$ cat src/rtl/wide_add_sequencer.sv
// -----------------------------------------------------------------------------
// wide_add_sequencer
//
// Performs a WIDE-bit add (WIDE = B_W*N_WORDS) on one external B_W-bit adder
// slice. The wide operands are latched on start. The slice is then fed one word
// per cycle, least significant word first. The slice carry is chained into the
// next word. The slice results are collected into registered wide results.
//
// Optional feature (macro WIDE_ADD_SUB_EN):
//   This adds a `sub` input. It is latched with the operands. When it is set,
//   the sequencer stores ~op_b and forces the initial carry to 1, so the result
//   is A-B. In that mode, carry_out=1 means no borrow occurred.
//
// Ports:
//   clk        in   rising-edge clock
//   rst        in   synchronous active-high reset
//   start      in   operation request, sampled only while idle
//   op_a/op_b  in   WIDE-bit operands
//   carry_in   in   initial carry into word 0
//   sub        in   (WIDE_ADD_SUB_EN only) subtract request
//   busy       out  high while words are being processed
//   done       out  one-cycle completion pulse
//   sum        out  registered WIDE-bit result
//   carry_out  out  registered carry from the final word
//   overflow   out  registered slice V from the final word
//   add_a/add_b/add_cin  out  word operands and carry to the slice
//   add_f/add_co/add_v   in   slice sum, carry out and overflow
// -----------------------------------------------------------------------------
module wide_add_sequencer #(
  parameter int B_W     = 4,
  parameter int N_WORDS = 4
) (
  input  logic                   clk,
  input  logic                   rst,
  input  logic                   start,
  input  logic [B_W*N_WORDS-1:0] op_a,
  input  logic [B_W*N_WORDS-1:0] op_b,
  input  logic                   carry_in,
`ifdef WIDE_ADD_SUB_EN
  input  logic                   sub,
`endif
  output logic                   busy,
  output logic                   done,
  output logic [B_W*N_WORDS-1:0] sum,
  output logic                   carry_out,
  output logic                   overflow,
  output logic [B_W-1:0]         add_a,
  output logic [B_W-1:0]         add_b,
  output logic                   add_cin,
  input  logic [B_W-1:0]         add_f,
  input  logic                   add_co,
  input  logic                   add_v
);

  localparam int WIDE  = B_W * N_WORDS;
  localparam int IDX_W = $clog2(N_WORDS);

  localparam logic [IDX_W-1:0] LAST_IDX = IDX_W'(N_WORDS - 1);

  localparam logic [1:0] ST_IDLE = 2'd0;
  localparam logic [1:0] ST_RUN  = 2'd1;
  localparam logic [1:0] ST_DONE = 2'd2;

  logic [1:0]       state_r;
  logic [IDX_W-1:0] idx_r;
  logic [WIDE-1:0]  a_r;
  logic [WIDE-1:0]  b_r;
  logic [WIDE-1:0]  sum_r;
  logic             carry_r;
  logic             carry_out_r;
  logic             overflow_r;
  logic             busy_r;
  logic             done_r;

  // Operand conditioning at accept time: subtraction inverts B and forces the
  // initial carry, so the same slice computes A + ~B + 1.
  logic [WIDE-1:0]  b_load_s;
  logic             cin_load_s;

  // Select the B operand and initial carry that are latched on start.
  always_comb begin
    b_load_s   = op_b;
    cin_load_s = carry_in;
`ifdef WIDE_ADD_SUB_EN
    if (sub) begin
      b_load_s   = ~op_b;
      cin_load_s = 1'b1;
    end else begin
      b_load_s   = op_b;
      cin_load_s = carry_in;
    end
`endif
  end

  // Slice feed. The slice inputs are driven only while running, and they come
  // straight from registers so the slice sees stable words for the whole cycle.
  always_comb begin
    add_a   = {B_W{1'b0}};
    add_b   = {B_W{1'b0}};
    add_cin = 1'b0;
    if (state_r == ST_RUN) begin
      add_a   = a_r[idx_r*B_W +: B_W];
      add_b   = b_r[idx_r*B_W +: B_W];
      add_cin = carry_r;
    end else begin
      add_a   = {B_W{1'b0}};
      add_b   = {B_W{1'b0}};
      add_cin = 1'b0;
    end
  end

  // Control FSM and result collection.
  always_ff @(posedge clk) begin
    if (rst) begin
      state_r     <= ST_IDLE;
      idx_r       <= {IDX_W{1'b0}};
      a_r         <= {WIDE{1'b0}};
      b_r         <= {WIDE{1'b0}};
      sum_r       <= {WIDE{1'b0}};
      carry_r     <= 1'b0;
      carry_out_r <= 1'b0;
      overflow_r  <= 1'b0;
      busy_r      <= 1'b0;
      done_r      <= 1'b0;
    end else begin
      case (state_r)
        ST_IDLE: begin
          done_r <= 1'b0;
          if (start) begin
            a_r     <= op_a;
            b_r     <= b_load_s;
            carry_r <= cin_load_s;
            sum_r   <= {WIDE{1'b0}};
            idx_r   <= {IDX_W{1'b0}};
            busy_r  <= 1'b1;
            state_r <= ST_RUN;
          end
        end
        ST_RUN: begin
          sum_r[idx_r*B_W +: B_W] <= add_f;
          carry_r                 <= add_co;
          if (idx_r == LAST_IDX) begin
            // The flags come from the most significant word only.
            carry_out_r <= add_co;
            overflow_r  <= add_v;
            busy_r      <= 1'b0;
            done_r      <= 1'b1;
            state_r     <= ST_DONE;
          end else begin
            idx_r <= idx_r + IDX_W'(1);
          end
        end
        ST_DONE: begin
          done_r  <= 1'b0;
          state_r <= ST_IDLE;
        end
        default: begin
          busy_r  <= 1'b0;
          done_r  <= 1'b0;
          state_r <= ST_IDLE;
        end
      endcase
    end
  end

  assign busy      = busy_r;
  assign done      = done_r;
  assign sum       = sum_r;
  assign carry_out = carry_out_r;
  assign overflow  = overflow_r;

endmodule

$ cat config.mk
export PLATFORM = sky130hd
export DESIGN_NAME = wide_add_sequencer
export DESIGN_NICKNAME = d
export VERILOG_FILES = /design/src/rtl/wide_add_sequencer.sv
export SDC_FILE = /design/constraint.sdc
export NUM_CORES = 1
export LEC_CHECK = 0
export CAP_MARGIN = 20
export CORE_MARGIN = 4
export CORE_UTILIZATION = 40
export CTS_CLUSTER_SIZE = 40
export DETAILED_ROUTE_END_ITERATION = 16
export GPL_TIMING_DRIVEN = 0
export PLACE_DENSITY_LB_ADDON = 0.08
export SLEW_MARGIN = 20
export SYNTH_ARGS = -nofsm -noshare
export SYNTH_HDL_FRONTEND = slang
export SYNTH_SLANG_ARGS = --single-unit
export TNS_END_PERCENT = 5
$ cat constraint.sdc
create_clock -name clk -period 2.1 [get_ports clk]
set_clock_uncertainty 0.05 [all_clocks]
set_input_delay 0.42 -clock clk [delete_from_list [all_inputs] [get_ports clk]]
set_output_delay 0.42 -clock clk [all_outputs]
set_load 0.005 [all_outputs]
# Word level (Yosys, flattened, before mapping)
# Cells that the tools add are included.
[word_totals] in_bits=42 output_inout_bits=29 register_bits=57 elab_cells=50
[op_classes] eq_ne=6 muxes=17 shifts=4 bitwise=2 n_addsub=2 n_reduce_logical=9
[op_table] operator="negation 4 -> 34 bit" n=1
[op_table] operator="variable shift 4 x 34 -> 16 bit, first input constant" n=1
[op_table] operator="variable part select 4 x 34 -> 16 bit" n=1
[op_table] operator="one-hot mux 16 bit (2 select lines)" n=1
[op_table] operator="variable part select 16 x 5 -> 4 bit" n=2
[op_table] operator="bitwise mux 16 bit" n=1
[op_table] operator="two-way mux 16 bit" n=1
[op_table] operator="two-way mux 2 bit" n=4
[op_table] operator="two-way mux 4 bit" n=2
[op_table] operator="one-hot mux 2 bit (2 select lines)" n=2
[op_table] operator="AND reduction 2 bit" n=4
[op_table] operator="AND reduction 3 bit" n=2
[op_table] operator="== test 2 bit, second input constant" n=2
[op_table] operator="two-way mux 1 bit" n=4
[op_table] operator="!= test 2 bit, second input constant" n=2
[op_table] operator="one-hot mux 1 bit (3 select lines)" n=1
[op_table] operator="adder 2 x 1 -> 2 bit, second input constant" n=1
[op_table] operator="== test 2 x 1 -> 1 bit, second input constant" n=1
[op_table] operator="zero test 2 bit" n=1
[op_table] operator="!= test 2 x 1 -> 1 bit, second input constant" n=1
[op_table] operator="inverter 1 bit" n=2
[op_table] operator="one-hot mux 1 bit (2 select lines)" n=1
[op_table] operator="nonzero test 2 bit" n=1
[op_table] operator="OR reduction 2 bit" n=1

# Logic depth before layout (Yosys ltp)
[logic_depth] ltp_word=4 ltp_mapped=6 mapped_depth_nobuf=5

# Worst setup path before layout
# OpenSTA, ideal clock, no wires.
[synth_path] path_kind="reg-to-reg" from="reg idx_r[1]" to="reg sum_r[12], in the netlist sum[12]" path_stages_with_launch=7 synth_period_minus_slack_ns=1.887 arrival_ns=1.779 required_ns=1.991 setup_ns=0.059 setup_slack_ns=0.213 n_path_buf=1 path_cell_list="dfxtp_1 clkbuf_1 inv_1 ha_1 nand4bb_1 nor3_1 a22o_1"
[synth_between] elab_chain_len=4 elab_cells_between_ends=5 classes_between="1 x add/sub; 2 x shift; 2 x mux"
[synth_rtl] element="start, declared" line_no="65" source="logic [IDX_W-1:0] idx_r;"
[synth_rtl] element="start signal, assigned" line_no="116" source="idx_r <= {IDX_W{1'b0}};"
[synth_rtl] element="start signal, assigned" line_no="134" source="idx_r <= {IDX_W{1'b0}};"
[synth_rtl] element="start signal, assigned" line_no="150" source="idx_r <= idx_r + IDX_W'(1);"
[synth_rtl] element="negation 4 -> 34 bit (*)" line_no="140" source="sum_r[idx_r*B_W +: B_W] <= add_f;"
[synth_rtl] element="variable part select 4 x 34 -> 16 bit or variable shift 4 x 34 -> 16 bit (tied branches)" line_no="140"
[synth_rtl] element="bitwise mux 16 bit (*)" line_no="140"
[synth_rtl] element="one-hot mux 16 bit (2 select lines) (*)" line_no="126" source="case (state_r)"
[synth_rtl] element="end signal, assigned" line_no="119" source="sum_r <= {WIDE{1'b0}};"
[synth_rtl] element="end signal, assigned" line_no="133" source="sum_r <= {WIDE{1'b0}};"
[synth_rtl] element="end, declared" line_no="68" source="logic [WIDE-1:0] sum_r;"
# Mark *: on every way between the ends. The rest lies on a longest branch, timed or not.
# A chain may end at the register's enable or synchronous reset.

# Worst setup path in the final report
[layout_path] from="reg idx_r[0]" to="out add_a[0]"
[layout_between] elab_chain_len=2
[layout_rtl] element="variable part select 16 x 5 -> 4 bit" line_no="102" source="add_a = a_r[idx_r*B_W +: B_W];"
[layout_rtl] element="two-way mux 4 bit" line_no="101" source="if (state_r == ST_RUN) begin"
[layout_rtl] element="end, declared" line_no="47" source="output logic [B_W-1:0] add_a,"
# No other way between the ends.

==> results.ini <==
[run_status]
status=finished, violations left
violations=setup timing

[routing]
drt_iter0_markers=99
drc=0
drtPass1Iterations=4
viasPerCell=5.061
post_drt_wl_per_cell_um=14.88
postRouteAntennaNets=0
totalWireLength_mm=6.368
vias=2166

[sta]
rsz0062_at_grt=yes
fmax_ghz=0.4714
fin_ws_ns=-0.02146
slew_headroom=0.6631
tightest_slew_ns=0.5053
fin_tns_setup_ns=-0.04195
post-route-min-period_ns=2.121
final-hold-violation-count=0
setup_viol=3
post-route-period-util=1.010
fin_hold_ws_ns=0.4035
drv_slew=0

[layout]
fin_area_um2=3603
nNetsFinal=396
nFillCells=521
drive_gt1_frac=0.2011
post-route-util=0.6015
area.growth.synth_to_final_pct=43.78
insertedDiodeCount=0

[clock_tree]
cts.sink_count=57
root_buffer=clkbuf_8
htreeDepth=3
clk_pin_slew_ns=0.07
cts_hold_buf=0
cts_tree=yes
cts.path.max_buffers=2
cts_made_buffers=9
clock_latency_ns=0.33

[logic_synthesis]
synth_cell_types=40
async_reset_ff_frac=0
synth_fp_nets=308
synth_edf_count=0
syn_avg_cell_area_um2=9.639
synth_most_common_cell=nand2_1
ys_ff_latch=57
netlist_area_um2=2506
seq_area_frac_synth=0.4553
ys_warn_count=0
netlist_top_cells_area=dfxtp_1 (46%), nand2_1 (9.9%), a21oi_1 (7.4%), mux4_2 (7.2%), a22o_1 (5.2%)
ys_top_cells_by_count=nand2_1 (66), dfxtp_1 (57), a21oi_1 (37)
synth.largest_area_cell=dfxtp_1
synth.top_cell.area_share=0.4553
ys.flop_type=dfxtp_1
synth_cells=260

[floorplanning]
die_w_um=87.16
start_util=0.4183
io_pins=71
dieArea_um2=7596
design.core.area_um2=5991
die-height_um=87.16
fp-row-count=28

[power_and_ir_drop]
switchingPower_uw=625.8
p_leak_nw=1.403
combPwrFrac=0.163
cellPowerDensity_nw_per_um2=714.1
share_seq_of_total_power=0.450
swShare=0.2432
total_power_mw=2.573
clkPwrFrac=0.387
peakVddDrop_mv=0.3782
p_int_mw=1.948

[global_routing]
grt_pass1_wl_mm=10.07
antenna_found_initial=0
grt_pass1_vias=2027
grt_max_degree=11
track_usage=0.1746
grt.overflow.total=0

[worst_setup_path]
required_ns=1.63
crit_arrival_ns=1.65
cp-start-kind=flop
critPathMaxFanout=4
crit_type=flop to output pin
critPathLaunch=idx_r[0]
r2r-start=idx_r[0]
endpoint_kind=output pin

[placement]
placed_area_um2=3291
place_congestion=0.7570
detailed_place_hpwl_mm=4.426
port_buffers=69

[worst_hold_path]
hold_class=flop to flop
hold_start=b_r[8]

[flow_run]
drv_cap=0

## power by group through the flow
stage               clock (mW)  sequential, mW  combinational [mW]
CTS                       1.00            1.16               0.416
finish                   0.995            1.16               0.420
detailed placement           0            1.19               0.376
global placement             0            1.18               0.372
floorplan                    0            1.18               0.218
global route              1.05            1.16               0.457
## layer usage
| metal | part of all wire | track usage | up-vias |
|---|---|---|---|
| li1 | - | - | 1084 |
| met1 | 0.48 | 0.2432 | 1022 |
| met2 | 0.44 | 0.2519 | 50 |
| met3 | 0.059 | 0.03784 | 10 |
| met4 | 0.020 | 0.09205 | 0 |
| met5 | 0 | 0 | - |
## critical path: stages (launching register included)
cell	delay (ns)
dfxtp_4	0.36
buf_12	0.11
buf_12	0.10
mux4_2	0.50
nor2b_4	0.14
buf_2	0.12
## cell type report
cell class | count | area [µm²] | area share
plain buffers | 17 | 171.4 | 0.04757
clock inverters | 3 | 40.04 | 0.01111
inverters | 5 | 18.77 | 0.005208
repair buffers | 77 | 745.7 | 0.2069
multi-input cells | 181 | 1235 | 0.3427
flip-flops and latches | 57 | 1150 | 0.3191
clock buffers | 13 | 148.9 | 0.04132
well taps | 75 | 93.84 | 0.02604
## sequential cells by signal (all words and copies together) (netlist names)
| register | cells |
|---|---|
| sum | 16 |
| b_r | 16 |
| carry_r | 1 |
| done | 1 |
| idx_r | 2 |
| state_r | 2 |
| carry_out | 1 |
| overflow | 1 |
| busy | 1 |
| a_r | 16 |
## kinds of logic after synthesis
| kind of cell | synth area share |
|---|---|
| buf+inv | 0.05990 |
| compound gates | 0.1563 |
| mux | 0.09785 |
| flops | 0.4553 |
| simple gates | 0.2007 |
| fa+ha+maj | 0.02995 |
## through the flow
step,std cells,worst slack (ns)
floorplan,260,0.2127
global placement,404,-0.3253
detailed placement,404,-0.3255
CTS,426,-0.06649
global route,428,-0.05234
finish,428,-0.02146
## timing repair
| item | in CTS | in global routing |
|---|---|---|
| endpoints found under the hold margin | 0 | 0 |
| setup endpoints to repair | 26 | 12 |
| gates resized for setup | 42 | 9 |
| buffers inserted | 6 | 2 |
## placed cells by master (no fill, tap or decap), drive strengths merged
master,Yosys,routed
a21o,1,1
a21oi,40,40
a221oi,1,1
a22o,15,15
a31o,1,1
buf,8,22
bufinv,0,1
clkbuf,9,24
clkdlybuf4s50,0,60
clkinv,0,2
dfxtp,57,57
dlymetal6s2s,0,1
ha,6,6
inv,5,5
mux2,4,4
mux2i,2,2
mux4,8,8
nand2,66,66
nand2b,4,4
nand3,1,1
nand3b,1,1
nand4b,2,2
nand4bb,2,2
nor2,4,4
nor2b,8,8
nor3,5,5
nor3b,2,2
nor4,1,1
o21ai,1,1
o22ai,1,1
o31ai,1,1
or2b,1,1
or3b,3,3
## worst paths after layout
| check | end | slack [ns] | cells past startpoint |
|---|---|---|---|
| setup / recovery | add_a[0] | -0.02 | 5 |
| hold / removal | b_r[8] | 0.40 | 2 |
| setup reg to reg | sum[9] | 0.17 | 8 |
| hold reg to reg | b_r[8] | 0.40 | 2 |
Note: power is estimated with default switching activity, not from simulation.
